### src/rtl/interrupt_controller_if.sv
// Bus between the interrupt controller and the core/CSR side: requests, mask,
// PC and MRET in; trap redirect, CSR writes and peripheral acknowledge out.
interface interrupt_controller_if;
    logic [5:0]  int_req;
    logic [5:0]  mie;
    logic [31:0] pc;
    logic        mret;
    logic        int_o;
    logic [31:0] mcause;
    logic        en_mepc;
    logic [31:0] mepc_csr;
    logic [5:0]  int_rst;
    logic        busy;

    modport master (
        output int_req, mie, pc, mret,
        input  int_o, mcause, en_mepc, mepc_csr, int_rst, busy
    );

    modport slave (
        input  int_req, mie, pc, mret,
        output int_o, mcause, en_mepc, mepc_csr, int_rst, busy
    );
endinterface

### src/rtl/interrupt_controller.sv
// Six-line edge-triggered interrupt controller: latches rising edges as pending,
// dispatches one fixed-priority enabled line per trap, no nesting until MRET.
module interrupt_controller #(
    parameter int unsigned PRIO_LOW_FIRST = 1
) (
    input logic                    clk,
    input logic                    rst_n,
    interrupt_controller_if.slave  bus
);
    localparam int unsigned NUM_LINES = 6;

    localparam logic [1:0] IDLE    = 2'd0;
    localparam logic [1:0] TRAP    = 2'd1;
    localparam logic [1:0] SERVICE = 2'd2;

    logic [1:0]  state_q, state_d;
    logic [5:0]  prev_req_q, prev_req_d;
    logic [5:0]  pending_q, pending_d;
    logic [2:0]  id_q, id_d;
    logic [31:0] mcause_q, mcause_d;

    logic [5:0]  rise;
    logic [5:0]  cand;
    logic [5:0]  id_onehot;
    logic [2:0]  sel;
    logic        found;
    logic        in_trap;

    assign rise      = bus.int_req & ~prev_req_q;
    assign cand      = pending_q & bus.mie;
    assign in_trap   = (state_q == TRAP);
    assign id_onehot = 6'(1) << id_q;

    always_comb begin
        int unsigned idx;
        idx   = 0;
        sel   = '0;
        found = 1'b0;
        for (int unsigned i = 0; i < NUM_LINES; i++) begin
            idx = (PRIO_LOW_FIRST != 0) ? i : (NUM_LINES - 1 - i);
            if (!found && cand[idx[2:0]]) begin
                sel   = idx[2:0];
                found = 1'b1;
            end
        end
    end

    always_comb begin
        state_d    = state_q;
        id_d       = id_q;
        mcause_d   = mcause_q;
        prev_req_d = bus.int_req;
        // A fresh edge on the line being cleared takes precedence over the clear.
        pending_d  = (pending_q & ~(in_trap ? id_onehot : 6'b0)) | rise;

        case (state_q)
            IDLE: begin
                if (found) begin
                    state_d = TRAP;
                    id_d    = sel;
                end
            end
            TRAP: begin
                state_d  = SERVICE;
                mcause_d = 32'h8000_0010 + {29'd0, id_q};
            end
            SERVICE: begin
                if (bus.mret) begin
                    state_d = IDLE;
                end
            end
            default: begin
                state_d = IDLE;
            end
        endcase
    end

    always_ff @(posedge clk or negedge rst_n) begin
        if (!rst_n) begin
            state_q    <= IDLE;
            prev_req_q <= '0;
            pending_q  <= '0;
            id_q       <= '0;
            mcause_q   <= '0;
        end else begin
            state_q    <= state_d;
            prev_req_q <= prev_req_d;
            pending_q  <= pending_d;
            id_q       <= id_d;
            mcause_q   <= mcause_d;
        end
    end

    // Trap strobes decode straight from state so reset silences them at once.
    assign bus.int_o    = in_trap;
    assign bus.en_mepc  = in_trap;
    assign bus.mepc_csr = in_trap ? bus.pc : '0;
    assign bus.int_rst  = in_trap ? id_onehot : '0;
    assign bus.mcause   = mcause_q;
    assign bus.busy     = (state_q != IDLE);

endmodule

### src/flat_wrapper.sv
// flat-port wrapper written by rule: the top's interface ports become plain ports
module interrupt_controller_flat 
#(
    parameter int unsigned PRIO_LOW_FIRST = 1
)
  (clk, rst_n, bus_int_req, bus_mie, bus_pc, bus_mret, bus_int_o, bus_mcause, bus_en_mepc, bus_mepc_csr, bus_int_rst, bus_busy);
  interrupt_controller_if bus_i ();
  input logic clk;
  input logic rst_n;
  input wire logic [$bits(bus_i.int_req)-1:0] bus_int_req;
  input wire logic [$bits(bus_i.mie)-1:0] bus_mie;
  input wire logic [$bits(bus_i.pc)-1:0] bus_pc;
  input wire logic [$bits(bus_i.mret)-1:0] bus_mret;
  output wire logic [$bits(bus_i.int_o)-1:0] bus_int_o;
  output wire logic [$bits(bus_i.mcause)-1:0] bus_mcause;
  output wire logic [$bits(bus_i.en_mepc)-1:0] bus_en_mepc;
  output wire logic [$bits(bus_i.mepc_csr)-1:0] bus_mepc_csr;
  output wire logic [$bits(bus_i.int_rst)-1:0] bus_int_rst;
  output wire logic [$bits(bus_i.busy)-1:0] bus_busy;
  assign bus_i.int_req = bus_int_req;
  assign bus_i.mie = bus_mie;
  assign bus_i.pc = bus_pc;
  assign bus_i.mret = bus_mret;
  assign bus_int_o = bus_i.int_o;
  assign bus_mcause = bus_i.mcause;
  assign bus_en_mepc = bus_i.en_mepc;
  assign bus_mepc_csr = bus_i.mepc_csr;
  assign bus_int_rst = bus_i.int_rst;
  assign bus_busy = bus_i.busy;
  interrupt_controller #(.PRIO_LOW_FIRST(PRIO_LOW_FIRST)) u_core (.clk(clk), .rst_n(rst_n), .bus(bus_i));
endmodule
### config.mk
export PLATFORM = sky130hd
export DESIGN_NAME = interrupt_controller_flat
export DESIGN_NICKNAME = d
export VERILOG_FILES = /design/src/rtl/interrupt_controller_if.sv /design/src/rtl/interrupt_controller.sv /design/src/flat_wrapper.sv
export SDC_FILE = /design/constraint.sdc
export NUM_CORES = 1
export LEC_CHECK = 0
export CAP_MARGIN = 40
export CORE_UTILIZATION = 28
export CTS_CLUSTER_SIZE = 12
export DETAILED_ROUTE_END_ITERATION = 8
export PLACE_DENSITY = 0.76
export SETUP_SLACK_MARGIN = 0.02
export SLEW_MARGIN = 25
export SYNTH_ARGS = -nofsm -noshare
export SYNTH_HDL_FRONTEND = slang
export SYNTH_SLANG_ARGS = --single-unit
export TNS_END_PERCENT = 1
### constraint.sdc
create_clock -name clk -period 1.55 [get_ports clk]
set_clock_uncertainty 0.15 [all_clocks]
set_input_delay 0.465 -clock clk [delete_from_list [all_inputs] [get_ports clk]]
set_output_delay 0.465 -clock clk [all_outputs]
set_load 0.01 [all_outputs]
==> reports/qor.yml <==
run_status:
  outcome: "finished, violations left"
  violations: "design-rule violations, negative setup slack"
timing:
  rsz0062_at_grt: "yes"
  tns_ns: -16.73
  timing_hold_violations_final: 0
  setup_viol: 43
  worst_slack_ns: -0.5726
  post-route-period-util_pct: 136.9
  slew_viol_final: 0
  min_period_ns: 2.123
  max_freq_ghz: 0.4711
place:
  gp_congestion: 0.7478
  dp.cells: 298
  postPlaceCellArea_um2: 2400
  port_buffers: 92
  hpwl_mm: 3.053
finish:
  area_delta_synth_final_pct: 85.18
  nets: 303
  finish.instance_area_um2: 2486
  diodes: 0
  stdcell_count: 307
  drive_gt1_share_pct: 41.18
floorplanning:
  core-area_um2: 4474
  die_w_um: 71.25
  io_pins: 120
  initial_core_util_pct: 30.01
  placement_rows: 24
  die-area_um2: 5076
  die_y_um: 71.25
route:
  wire_per_inst_um: 13.13
  drc: 6
  drtPass1Iterations: 6
  drt_iter0_drc: 38
  viasPerCell: 4.208
  dr_total_vias: 1292
  drtAntennaViolNets: 0
  wirelength_mm: 4.030
logic_synthesis:
  synth-seq-area-share_pct: 39.14
  ys_types: 26
  synth-async-reset-ratio_pct: 100.0
  ys_seq_elements: 21
  yosysWarnings: 0
  netlist_instances: 145
  ys.flop_type: "dfrtp_1"
  synth_area_per_cell_um2: 9.259
  synth_top_area_share_pct: 39.14
  synth_enable_flop_cells: 0
  synthTopCellsByArea: "dfrtp_1 (39%), buf_4 (17%), and2_1 (15%), inv_1 (3.6%), nor4b_2 (3.4%)"
  yosysTopAreaCell: "dfrtp_1"
  synth.cell_area_um2: 1343
worst_setup_path:
  critPathMostFrequentCell: "buf_6"
  cp_slowest_stage_delay_ns: 0.39
  critical-path-slowest-cell: "dfrtp_1"
  endpoint_kind: "output port"
  worstPathArrival_ns: 1.51
  start_kind: "flip-flop"
  path_cells: "nand2b_4, buf_6, buf_6, nor4b_4, buf_2"
  cp.required_ns: 0.93
  crit_family: "buffers and inverters"
  crit_path_max_fanout: 4
  worstSetupPathType: "reg2out"
  crit_buf_inv: 3
pwr:
  p_int_mw: 2.285
  pwr-share-comb_pct: 64.8
  p_leak_nw: 1.271
  power_density_nw_per_um2: 1465
  p_sw_share_pct: 37.27
  clockPowerShare_pct: 10.0
  p_switching_mw: 1.357
  peakVddDrop_mv: 0.8479
  p_seq_share_pct: 25.2
global_route:
  antenna_found_initial: 0
  grt.overflow.total: 0
  grt_use_total_pct: 15.99
  grt_max_degree: 22
  grt_pass1_vias: 1316
  grt_first_pass_wirelength_mm: 6.306
clock_tree:
  cts_sinks: 21
  cts_buffers: 3
  cts_tree: "yes"
  clk_latency_ns: 0.27
  root_buffer: "clkbuf_8"
  cts.clk_slew.worst_paths_ns: 0.08
  htree_levels: 1
  cts_buffer_depth: 2
min_path:
  hold_class: "reg2reg"
run:
  cap_violations: 0
==> logic make-up (layout without fill, tap and decap cells) <==
family	count (synthesis)	in the layout	synth area share [%]
AOI/OAI and AO/OA	15	15	8.388
buffers and inverters	48	132	22.65
DFF	21	21	39.14
muxes	1	1	1.118
other	1	27	0.2793
and+or+nand+nor	59	59	28.42
==> final timing paths <==
check                                                from                       endpoint  slack [ns]  cells after the start
max                         u_core.state_q[1]$_DFFE_PN0P_                 bus_int_rst[1]       -0.57                      5
min                        u_core.prev_req_q[0]$_DFF_PN0_  u_core.pending_q[0]$_DFF_PN0_        0.27                      1
max reg2reg                 u_core.state_q[0]$_DFFE_PN0P_     u_core.id_q[0]$_DFFE_PN0P_       -0.06                      6
min reg2reg                u_core.prev_req_q[0]$_DFF_PN0_  u_core.pending_q[0]$_DFF_PN0_        0.27                      1
max in group asynchronous                           rst_n     u_core.id_q[0]$_DFFE_PN0P_        0.71                      2
min in group asynchronous                           rst_n     u_core.id_q[0]$_DFFE_PN0P_        0.40                      2
==> area by class of cell <==
type	instances	area, µm²
fill	423	1988
timing repair buffer	114	1075
multi-input combinational	102	716.9
sequential	21	526.8
tap	52	65.06
inverter	14	57.56
clock buffer	4	45.04
==> sequential cells by signal (all words and copies together), names as in the netlist <==
register	cells
u_core.bus.mcause	4
u_core.id_q	3
u_core.pending_q	6
u_core.prev_req_q	6
u_core.state_q	2
==> routing by layer <==
layer	vias up	GRT usage, %	share of wire [%]
met5	-	0	0
met4	0	5.778	1.4
met3	7	3.797	4.8
met2	50	27.20	52
met1	612	19.77	42
li1	623	-	-
==> power groups by stage <==
stage / Clock (mW) / Sequential, mW / Combinational (mW)
floorplan: 0 / 0.868 / 1.20
global placement: 0 / 0.886 / 2.15
detailed placement: 0 / 0.896 / 2.18
CTS: 0.372 / 0.915 / 2.39
global route: 0.399 / 0.943 / 2.54
finish: 0.364 / 0.919 / 2.36
==> Yosys cell counts, drive strengths merged (2+ instances only) <==
library cell	count
o21ai	2
nand2b	4
a22o	3
o22ai	6
and4b	2
inv	14
buf	34
nand2	11
nor4b	3
dfrtp	21
nor2	5
and2	32
==> through the flow <==
stage / hold slack (ns) / power, mW / utilization, % / worst slack (ns)
3_5_place_dp: 0.2725 / 3.076 / 53.64 / -0.6560
2_1_floorplan: 0.01941 / 2.071 / - / -0.1381
6_report: 0.2747 / 3.642 / 55.56 / -0.5726
3_3_place_gp: 0.2617 / 3.036 / 53.64 / -0.6488
4_1_cts: 0.2823 / 3.681 / 56.21 / -0.5745
5_1_grt: 0.2951 / 3.884 / 55.56 / -0.6527
==> cells in the final DEF (no fill, tap or decap), types with 2 or more instances in the layout <==
cell             count
buf_2               12
clkbuf_8             3
clkdlybuf4s50_1     43
dlygate4sd2_1        6
buf_6               26
buf_12               2
nor4b_4              3
nor2_1               3
and2_4              26
clkbuf_2             6
nand2_1             11
and4b_1              2
inv_1               13
dfrtp_1             20
o22ai_1              6
conb_1              27
and2_1               6
buf_4               16
a22o_1               2
nand2b_1             3
==> timing repair <==
| item | in CTS | in global routing |
|---|---|---|
| hold buffers | 0 | 0 |
| pin swaps | 25 | 1 |
| endpoints found under the setup margin | 49 | 49 |
| cloned | 1 | 0 |
| setup buffers | 4 | 0 |
| resized for setup | 193 | 11 |
(Power assumes the default switching activity.)
